`config.mk`:
```
export PLATFORM = sky130hd
export DESIGN_NAME = acc_ctrl
export DESIGN_NICKNAME = d
export VERILOG_FILES = /design/src/rtl/acc_ctrl.sv
export SDC_FILE = /design/constraint.sdc
export NUM_CORES = 1
export LEC_CHECK = 0
export CORE_MARGIN = 4
export CORE_UTILIZATION = 36
export CTS_BUF_LIST = sky130_fd_sc_hd__clkbuf_2
export CTS_CLUSTER_DIAMETER = 200
export CTS_CLUSTER_SIZE = 40
export DETAILED_ROUTE_END_ITERATION = 7
export PLACE_DENSITY_LB_ADDON = 0.15
export SKIP_CTS_REPAIR_TIMING = 1
export SLEW_MARGIN = 20
export SYNTH_ARGS = -nofsm -noshare
export SYNTH_HDL_FRONTEND = slang
export SYNTH_SLANG_ARGS = --single-unit
export TNS_END_PERCENT = 1
```
`constraint.sdc`:
```
create_clock -name CLK -period 1.35 [get_ports CLK]
set_clock_uncertainty 0.05 [all_clocks]
set_input_delay 0.27 -clock CLK [delete_from_list [all_inputs] [get_ports CLK]]
set_output_delay 0.27 -clock CLK [all_outputs]
set_load 0.005 [all_outputs]
```
`src/rtl/acc_ctrl.sv`:
```
// Accumulator control sequencer driving the op/operand side of an 8-bit ALU.
// Latency: ALU op accepted at edge n writes back at n+1; STA raises store valid the cycle after accept.
// Backpressure: instruction ready only in IDLE; store holds valid/data/cy stable until IN_ST_READY is sampled.
//
// Ports:
//   CLK, RST_N                        clock (rising edge), asynchronous active-low reset
//   IN_INSTR_VALID/IN_INSTR           instruction channel {op[2:0], imm[DATA_W-1:0]}
//   OUT_INSTR_READY                   instruction accept (high in IDLE)
//   OUT_ALU_A/OUT_ALU_R/OUT_ALU_OP    ALU operands and opcode (111 = idle, ALU outputs 0)
//   IN_ALU_RES/IN_ALU_CY              ALU result and carry/borrow
//   OUT_ST_VALID/OUT_ST_DATA/OUT_ST_CY/IN_ST_READY   store channel
//   OUT_ACC, OUT_CY, OUT_RETIRED      architectural state and retired-instruction count
//   OUT_Z                             zero flag, present only when ACC_CTRL_ZERO_FLAG_EN is defined
//
// Build option: define ACC_CTRL_ZERO_FLAG_EN to add the zero flag register and OUT_Z port.

module acc_ctrl #(
    parameter int DATA_W = 8
) (
    input  logic              CLK,
    input  logic              RST_N,
    input  logic              IN_INSTR_VALID,
    input  logic [DATA_W+2:0] IN_INSTR,
    output logic              OUT_INSTR_READY,
    output logic [DATA_W-1:0] OUT_ALU_A,
    output logic [DATA_W-1:0] OUT_ALU_R,
    output logic [2:0]        OUT_ALU_OP,
    input  logic [DATA_W-1:0] IN_ALU_RES,
    input  logic              IN_ALU_CY,
    output logic              OUT_ST_VALID,
    output logic [DATA_W-1:0] OUT_ST_DATA,
    output logic              OUT_ST_CY,
    input  logic              IN_ST_READY,
    output logic [DATA_W-1:0] OUT_ACC,
    output logic              OUT_CY,
`ifdef ACC_CTRL_ZERO_FLAG_EN
    output logic              OUT_Z,
`endif
    output logic [7:0]        OUT_RETIRED
);

    localparam logic [2:0] OP_ADD = 3'b000;
    localparam logic [2:0] OP_SUB = 3'b001;
    localparam logic [2:0] OP_STA = 3'b111;

    typedef enum logic [1:0] {
        IDLE  = 2'd0,
        EXEC  = 2'd1,
        STORE = 2'd2
    } state_t;

    state_t            r_state;
    state_t            w_next_state;
    logic [2:0]        r_op;
    logic [DATA_W-1:0] r_imm;
    logic [DATA_W-1:0] r_acc;
    logic              r_cy;
    logic [7:0]        r_retired;
    logic              w_accept;
    logic [2:0]        w_instr_op;

    assign w_instr_op = IN_INSTR[DATA_W+2:DATA_W];
    assign w_accept   = (r_state == IDLE) && IN_INSTR_VALID;

    // Next-state and output decode
    always_comb begin
        w_next_state    = r_state;
        OUT_INSTR_READY = 1'b0;
        OUT_ALU_OP      = OP_STA;
        OUT_ST_VALID    = 1'b0;
        case (r_state)
            IDLE: begin
                OUT_INSTR_READY = 1'b1;
                if (IN_INSTR_VALID) begin
                    w_next_state = (w_instr_op == OP_STA) ? STORE : EXEC;
                end
            end
            EXEC: begin
                OUT_ALU_OP   = r_op;
                w_next_state = IDLE;
            end
            STORE: begin
                OUT_ST_VALID = 1'b1;
                if (IN_ST_READY) begin
                    w_next_state = IDLE;
                end
            end
            default: begin
                w_next_state = IDLE;
            end
        endcase
    end

    always_ff @(posedge CLK or negedge RST_N) begin
        if (!RST_N) begin
            r_state <= IDLE;
        end else begin
            r_state <= w_next_state;
        end
    end

    // Instruction latch, writeback and retire counter
    always_ff @(posedge CLK or negedge RST_N) begin
        if (!RST_N) begin
            r_op      <= '0;
            r_imm     <= '0;
            r_acc     <= '0;
            r_cy      <= 1'b0;
            r_retired <= '0;
        end else begin
            if (w_accept) begin
                r_op  <= w_instr_op;
                r_imm <= IN_INSTR[DATA_W-1:0];
            end
            if (r_state == EXEC) begin
                r_acc     <= IN_ALU_RES;
                r_retired <= r_retired + 8'd1;
                // Only arithmetic ops define carry; logic ops and LD leave it alone.
                if (r_op == OP_ADD || r_op == OP_SUB) begin
                    r_cy <= IN_ALU_CY;
                end
            end
            if (r_state == STORE && IN_ST_READY) begin
                r_retired <= r_retired + 8'd1;
            end
        end
    end

`ifdef ACC_CTRL_ZERO_FLAG_EN
    logic r_z;

    // Zero tracks every ALU writeback, including LD; stores leave it alone.
    always_ff @(posedge CLK or negedge RST_N) begin
        if (!RST_N) begin
            r_z <= 1'b0;
        end else if (r_state == EXEC) begin
            r_z <= (IN_ALU_RES == '0);
        end
    end

    assign OUT_Z = r_z;
`endif

    assign OUT_ALU_A   = r_acc;
    assign OUT_ALU_R   = r_imm;
    assign OUT_ST_DATA = r_acc;
    assign OUT_ST_CY   = r_cy;
    assign OUT_ACC     = r_acc;
    assign OUT_CY      = r_cy;
    assign OUT_RETIRED = r_retired;

endmodule

```
==> results of run 1 <==
## power groups by stage
| stage | clock, mW | sequential, mW | combinational, mW |
|---|---|---|---|
| floorplan | 0 | 1.34 | 0.537 |
| global placement | 0 | 1.33 | 1.22 |
| detailed placement | 0 | 1.35 | 1.23 |
| CTS | 0.435 | 1.33 | 1.24 |
| global route | 0.472 | 1.36 | 1.23 |
| finish | 0.407 | 1.32 | 1.13 |
## worst max-delay path, stage by stage, from the launching register on
cell and delay [ns]:
dfrtp_1 0.42, buf_6 0.12, and2b_2 0.20, buf_6 0.12
nand2b_1 0.05, buf_2 0.11
## metal layers
layer | wire length (um) | up-vias | track usage
li1 | - | 458 | -
met1 | 1174 | 478 | 0.1410
met2 | 1440 | 54 | 0.2013
met3 | 337 | 5 | 0.05942
met4 | 45 | 0 | 0.04555
met5 | 0 | - | 0
## area by class of cell
type | count | share of cell area
Timing Repair Buffer | 77 | 0.3841
Tap cell | 48 | 0.02760
Multi-Input combinational cell | 52 | 0.2231
Sequential cell | 30 | 0.3456
Inverter | 2 | 0.003450
Clock buffer | 5 | 0.01150
Clock inverter | 2 | 0.004600
## cells in the mapped netlist (all sizes together), types with 2 or more instances
cell type	instances	area, um2
nor3	2	10.01
xnor2	2	17.52
nor2	4	15.01
mux2	21	236.5
and2b	2	16.27
xor2	5	43.79
nand3	3	15.01
buf	19	140.1
dfrtp	30	750.7
nand2b	4	25.02
inv	2	7.510
nand2	2	7.510
## path summary, 6_finish.rpt
kind / startpoint / to
max in group asynchronous: RST_N / OUT_RETIRED[2]$_DFFE_PN0P_
min in group CLK: OUT_RETIRED[7]$_DFFE_PN0P_ / OUT_RETIRED[7]$_DFFE_PN0P_
setup / recovery: r_state[0]$_DFFE_PN0P_ / OUT_ALU_OP[2]
setup reg to reg: r_state[0]$_DFFE_PN0P_ / OUT_RETIRED[1]$_DFFE_PN0P_
hold reg to reg: OUT_RETIRED[7]$_DFFE_PN0P_ / OUT_RETIRED[7]$_DFFE_PN0P_
hold / removal: RST_N / OUT_ACC[5]$_DFFE_PN0P_
## state kept, by name, summed over array words and instances (netlist names)
register / cells
OUT_RETIRED: 8
r_state: 2
OUT_ALU_R: 8
OUT_CY: 1
r_op: 3
OUT_ACC: 8
## cell families (layout without fill, tap and decap cells)
group / count (synthesis) / after routing
xor+xnor: 7 / 7
fa+ha+maj: 1 / 1
mux: 21 / 21
simple gates: 20 / 20
flops: 30 / 30
compound gates: 3 / 3
buf+inv: 21 / 86
## stage by stage
step / cells / area [um2]
finish: 216 / 2176
global route: 216 / 2176
CTS: 213 / 2059
detailed placement: 206 / 2024
global placement: 206 / 2024
floorplan: 103 / 1361
## placed cells by master, fill, tap and decap left out, drive strengths merged
master / n
buf: 11
clkbuf: 10
inv: 2
nand2: 2
and2: 1
nor3: 2
o21ai: 1
xor2: 5
xnor2: 2
a21oi: 1
nand2b: 4
and2b: 2
nor2: 4
nand3: 3
ha: 1
dlymetal6s2s: 38
clkinv: 2
mux2: 21
a31oi: 1
nor4: 1
nand4: 1
clkdlybuf4s50: 23
dfrtp: 30
==> key figures, run 1 <==
Status
  • Result of the run: finished, violations left
  • Failing checks: negative setup slack

Timing
  • Max Slew Vio Count: 0
  • Setup TNS: -4.396 ns
  • Worst-margin pin slew: 0.2828 ns
  • Count of final setup violators: 32
  • Post-route setup slack: -0.3616 ns
  • Rel. slew slack: 0.8111
  • Count of final hold-check violations: 0
  • Final min period: 1.712 ns
  • Final Cycle Share: 1.268
  • Final hold slack: 0.1930 ns
  • RSZ-0062 raised after global routing: yes
  • F_max: 584.2 MHz

Yosys
  • Adder-cell share of the synthesized area: 0.009208
  • Number of synthesized flops with an enable pin: 0
  • Ys Warns: 0
  • Number of synthesized register bits: 30
  • Synth Cell Area: 1359 um2
  • Cells after synthesis: 103
  • Synthesized area per cell: 13.19 um2
  • Simple-Gate Fraction of Synth Area: 0.09024
  • Largest family of logic cells by synthesized area: multiplexers
  • Post-synthesis mux area share: 0.1740
  • Synth Area in Compound Gates: 0.02026
  • Primary FF master, synth: dfrtp_1
  • Syn_nets: 128
  • XOR/XNOR Fraction of Synth Area: 0.04512
  • Sequential area share after synthesis: 0.5525
  • Asr flop ratio synth: 1.000
  • Post-synthesis cell type count: 21

Clock network
  • CTS buffer count: 5
  • CTS tree: done
  • Max Root-Sink Buffers: 2
  • Clock transition at the registers of the reported paths: 0.15 ns
  • Root Buffer: clkbuf_2
  • CTS sink count: 30
  • Worst skew pair latency: 0.36 ns
  • CTS H-tree lvls: 2

Route
  • DRC Markers: 0
  • Wire per inst: 13.88 um
  • Antenna-violating nets left: 0
  • 1st-iter DRT viols: 20
  • Drt pass-1 iters: 2
  • Vias post-DR: 995
  • Vias per cell: 4.606
  • Routed WL: 2997 um

Min path
  • Hold crit path type: primary input to async pin

Pwr
  • Total power: 2.854 mW
  • Reg power frac: 0.463
  • Sw Pwr: 0.8610 mW
  • Comb power frac: 0.394
  • Pint: 1.993 mW
  • Clock power share: 0.142
  • IR drop worst, VDD: 0.0007986 V
  • PD cells: 1312 nW/um2
  • Sw Share: 0.3017
  • Leakage power total: 1.283 nW

Die
  • Starting Density: 0.3712
  • Die X: 69.44 um
  • Chip height: 69.44 um
  • FP Rows: 22
  • Die area: 4821 um2
  • Ports: 71
  • Core Region: 3661 um2

Placement
  • Port bufs: 70
  • DP Worst Slack: -0.2289 ns
  • HPWL after DPL: 2142 um
  • Final Wtd Congestion: 0.7077

GRT
  • First-pass GRT wire length: 4761 um
  • Initial antenna violation count: 0
  • Total track usage: 0.1239
  • Largest net degree at the start of global routing: 31
  • Gr ovfl total: 0
  • Number of global-route vias before repair: 1045

Finish
  • Ant diodes: 0
  • Layout cells sized above 1: 0.3155
  • Layout area overhead: 60.13%
  • Layout fillers: 301
  • Final net count: 193
  • FF/Latch Area: 752.0 um2
  • Multi-input logic area: 485.5 um2
  • Post-Route Utilization: 0.5943

Worst setup path
  • Data required time of the worst path: 1.03 ns
  • CP endpoint kind: primary output
  • R2R depth: 5
  • Crit Path Category: register to primary output
  • Startpoint Class: register
  • Worst Path Arrival: 1.39 ns
  • Worst Path Max Fanout: 3
  • Reg2reg setup slack: -0.31 ns

Flow run
  • Max_cap viols: 0
Power figures use the tool's default switching activity.
==> run 2: changes to the inputs <==
--- a/config.mk
+++ b/config.mk
@@ -13,7 +13,6 @@
 export DETAILED_ROUTE_END_ITERATION = 7
 export PLACE_DENSITY_LB_ADDON = 0.15
 export SKIP_CTS_REPAIR_TIMING = 1
-export SLEW_MARGIN = 20
 export SYNTH_ARGS = -nofsm -noshare
 export SYNTH_HDL_FRONTEND = slang
 export SYNTH_SLANG_ARGS = --single-unit
==> results of run 2 <==
Same layout as run 1: the final DEF is identical, and so are final timing and power.
==> run 3: changes to the inputs <==
==> constraint.sdc (replaced) <==
create_clock -name CLK -period 1.35 [get_ports CLK]
set_clock_uncertainty 0.05 [all_clocks]
set_input_delay 0.27 -clock CLK [delete_from_list [all_inputs] [get_ports CLK]]
set_output_delay 0.27 -clock CLK [all_outputs]
set_load 0.1 [all_outputs]
==> run 3 against run 2 <==
The run still ends with negative setup slack left; sequential cell count unchanged; total power increased by 130%; highest routed layer unchanged; final cell count increased by 2.3%.
==> key figures, run 3 (synthesis results as in run 1) <==
GRT
  • Total track usage: 0.1435
  • Gr ovfl total: 0
  • Number of global-route vias before repair: 1052
  • First-pass GRT wire length: 5499 um
  • Initial antenna violation count: 0
  • Largest net degree at the start of global routing: 31

Pwr
  • Total power: 6.631 mW
  • Leakage power total: 1.213 nW
  • IR drop worst, VDD: 0.001583 V
  • PD cells: 2466 nW/um2

Clock network
  • CTS tree: done
  • CTS buffer count: 5
  • CTS sink count: 30
  • Clock transition at the registers of the reported paths: 0.16 ns
  • CTS H-tree lvls: 2
  • Max Root-Sink Buffers: 2
  • Root Buffer: clkbuf_2
  • Worst skew pair latency: 0.35 ns

Timing
  • Count of final setup violators: 57
  • Worst-margin pin slew: 0.2612 ns
  • Final min period: 1.740 ns
  • Post-route setup slack: -0.3900 ns
  • Setup TNS: -3.542 ns
  • Count of final hold-check violations: 0
  • RSZ-0062 raised after global routing: yes
  • Rel. slew slack: 0.8255
  • Final Cycle Share: 1.289
  • F_max: 574.7 MHz
  • Max Slew Vio Count: 0

Die
  • Die X: 69.44 um
  • Starting Density: 0.3712
  • Die area: 4821 um2
  • Ports: 71
  • Chip height: 69.44 um
  • FP Rows: 22
  • Core Region: 3661 um2

Worst setup path
  • Data required time of the worst path: 1.03 ns
  • CP Buf/Inv Count: 2
  • Crit-path cells: and2b_4 > nand2b_4 > buf_6 > buf_12
  • Worst Path Arrival: 1.42 ns
  • Startpoint Class: register
  • CP peak stage delay: 0.42 ns
  • Delay-heaviest family, CP: flip-flops
  • CP max-delay cell: dfrtp_1
  • Crit Path Category: register to primary output
  • Worst Path Max Fanout: 5
  • CP endpoint kind: primary output

Status
  • Failing checks: negative setup slack
  • Result of the run: finished, violations left

Route
  • Routed WL: 3248 um
  • Vias post-DR: 1000
  • Drt pass-1 iters: 2
  • DRC Markers: 0
  • 1st-iter DRT viols: 25
  • Vias per cell: 4.525
  • Wire per inst: 14.70 um
  • Antenna-violating nets left: 0

Finish
  • Final cell count without fillers: 221
  • Ant diodes: 0
  • Layout area overhead: 97.88%
  • Final net count: 197
  • Layout cells sized above 1: 0.6301
  • Most common cell after layout, fill and taps aside: buf_12
  • Most frequent cells in the layout: buf_12 (48), clkdlybuf4s50_1 (23), dfrtp_1 (16)

Placement
  • DP Worst Slack: -0.2095 ns
  • HPWL after DPL: 2557 um
  • Final Wtd Congestion: 0.7695
  • Port bufs: 70
  • DP Cell Count: 211

Flow run
  • Max_cap viols: 0

Min path
  • Hold crit path type: primary input to async pin
## run 3: per-layer routing
layer  part of all wire  track usage  vias to the layer above
li1                   -            -                      467
met1               0.39       0.1725                      484
met2               0.52       0.2278                       44
met3              0.080      0.05362                        5
met4              0.015      0.06508                        0
met5                  0            0                        -
## run 3: stage by stage
| step | util | instance area, um2 | hold WS [ns] |
|---|---|---|---|
| 6_report | 0.7345 | 2689 | 0.2029 |
| 4_1_cts | 0.7157 | 2620 | 0.1777 |
| 3_5_place_dp | 0.7051 | 2581 | 0.4395 |
| 3_3_place_gp | 0.7051 | 2581 | 0.4401 |
| 5_1_grt | 0.7345 | 2689 | 0.1882 |
| 2_1_floorplan | - | 1418 | -0.07559 |
## run 3: area by class of cell
cell class / count / area [um2]
timing repair buffer: 81 / 1281
fill: 251 / 972.2
sequential: 30 / 768.2
multi-input combinational: 52 / 533.0
tap: 48 / 60.06
clock buffer: 6 / 30.03
clock inverter: 2 / 8.758
inverter: 2 / 7.507
## run 3: worst paths after layout
kind                       depth (start not counted)                   start  slack (ns)                         end
setup / recovery                                   4  r_state[1]$_DFFE_PN0P_       -0.39               OUT_ALU_OP[1]
hold reg to reg                                    1     r_op[0]$_DFFE_PN0P_        0.49         r_op[0]$_DFFE_PN0P_
max in group asynchronous                          2                   RST_N        0.85          OUT_CY$_DFFE_PN0P_
min in group CLK                                   2           IN_ALU_RES[4]        0.48      OUT_ACC[4]$_DFFE_PN0P_
setup reg to reg                                   4  r_state[0]$_DFFE_PN0P_       -0.21  OUT_RETIRED[1]$_DFFE_PN0P_
hold / removal                                     2                   RST_N        0.20  OUT_RETIRED[6]$_DFFE_PN0P_
## run 3: worst reg2reg max path, cell delays in order (launching register included)
cell	delay, ns
dfrtp_1	0.44
and2b_4	0.22
buf_4	0.15
a21oi_4	0.23
mux2_2	0.37
## run 3: power by group
part | switching, mW | internal, mW | leakage (nW)
sequential | 0.401 | 1.15 | 0.348
clock | 0.291 | 0.127 | 0.0304
combinational | 2.97 | 1.69 | 0.835
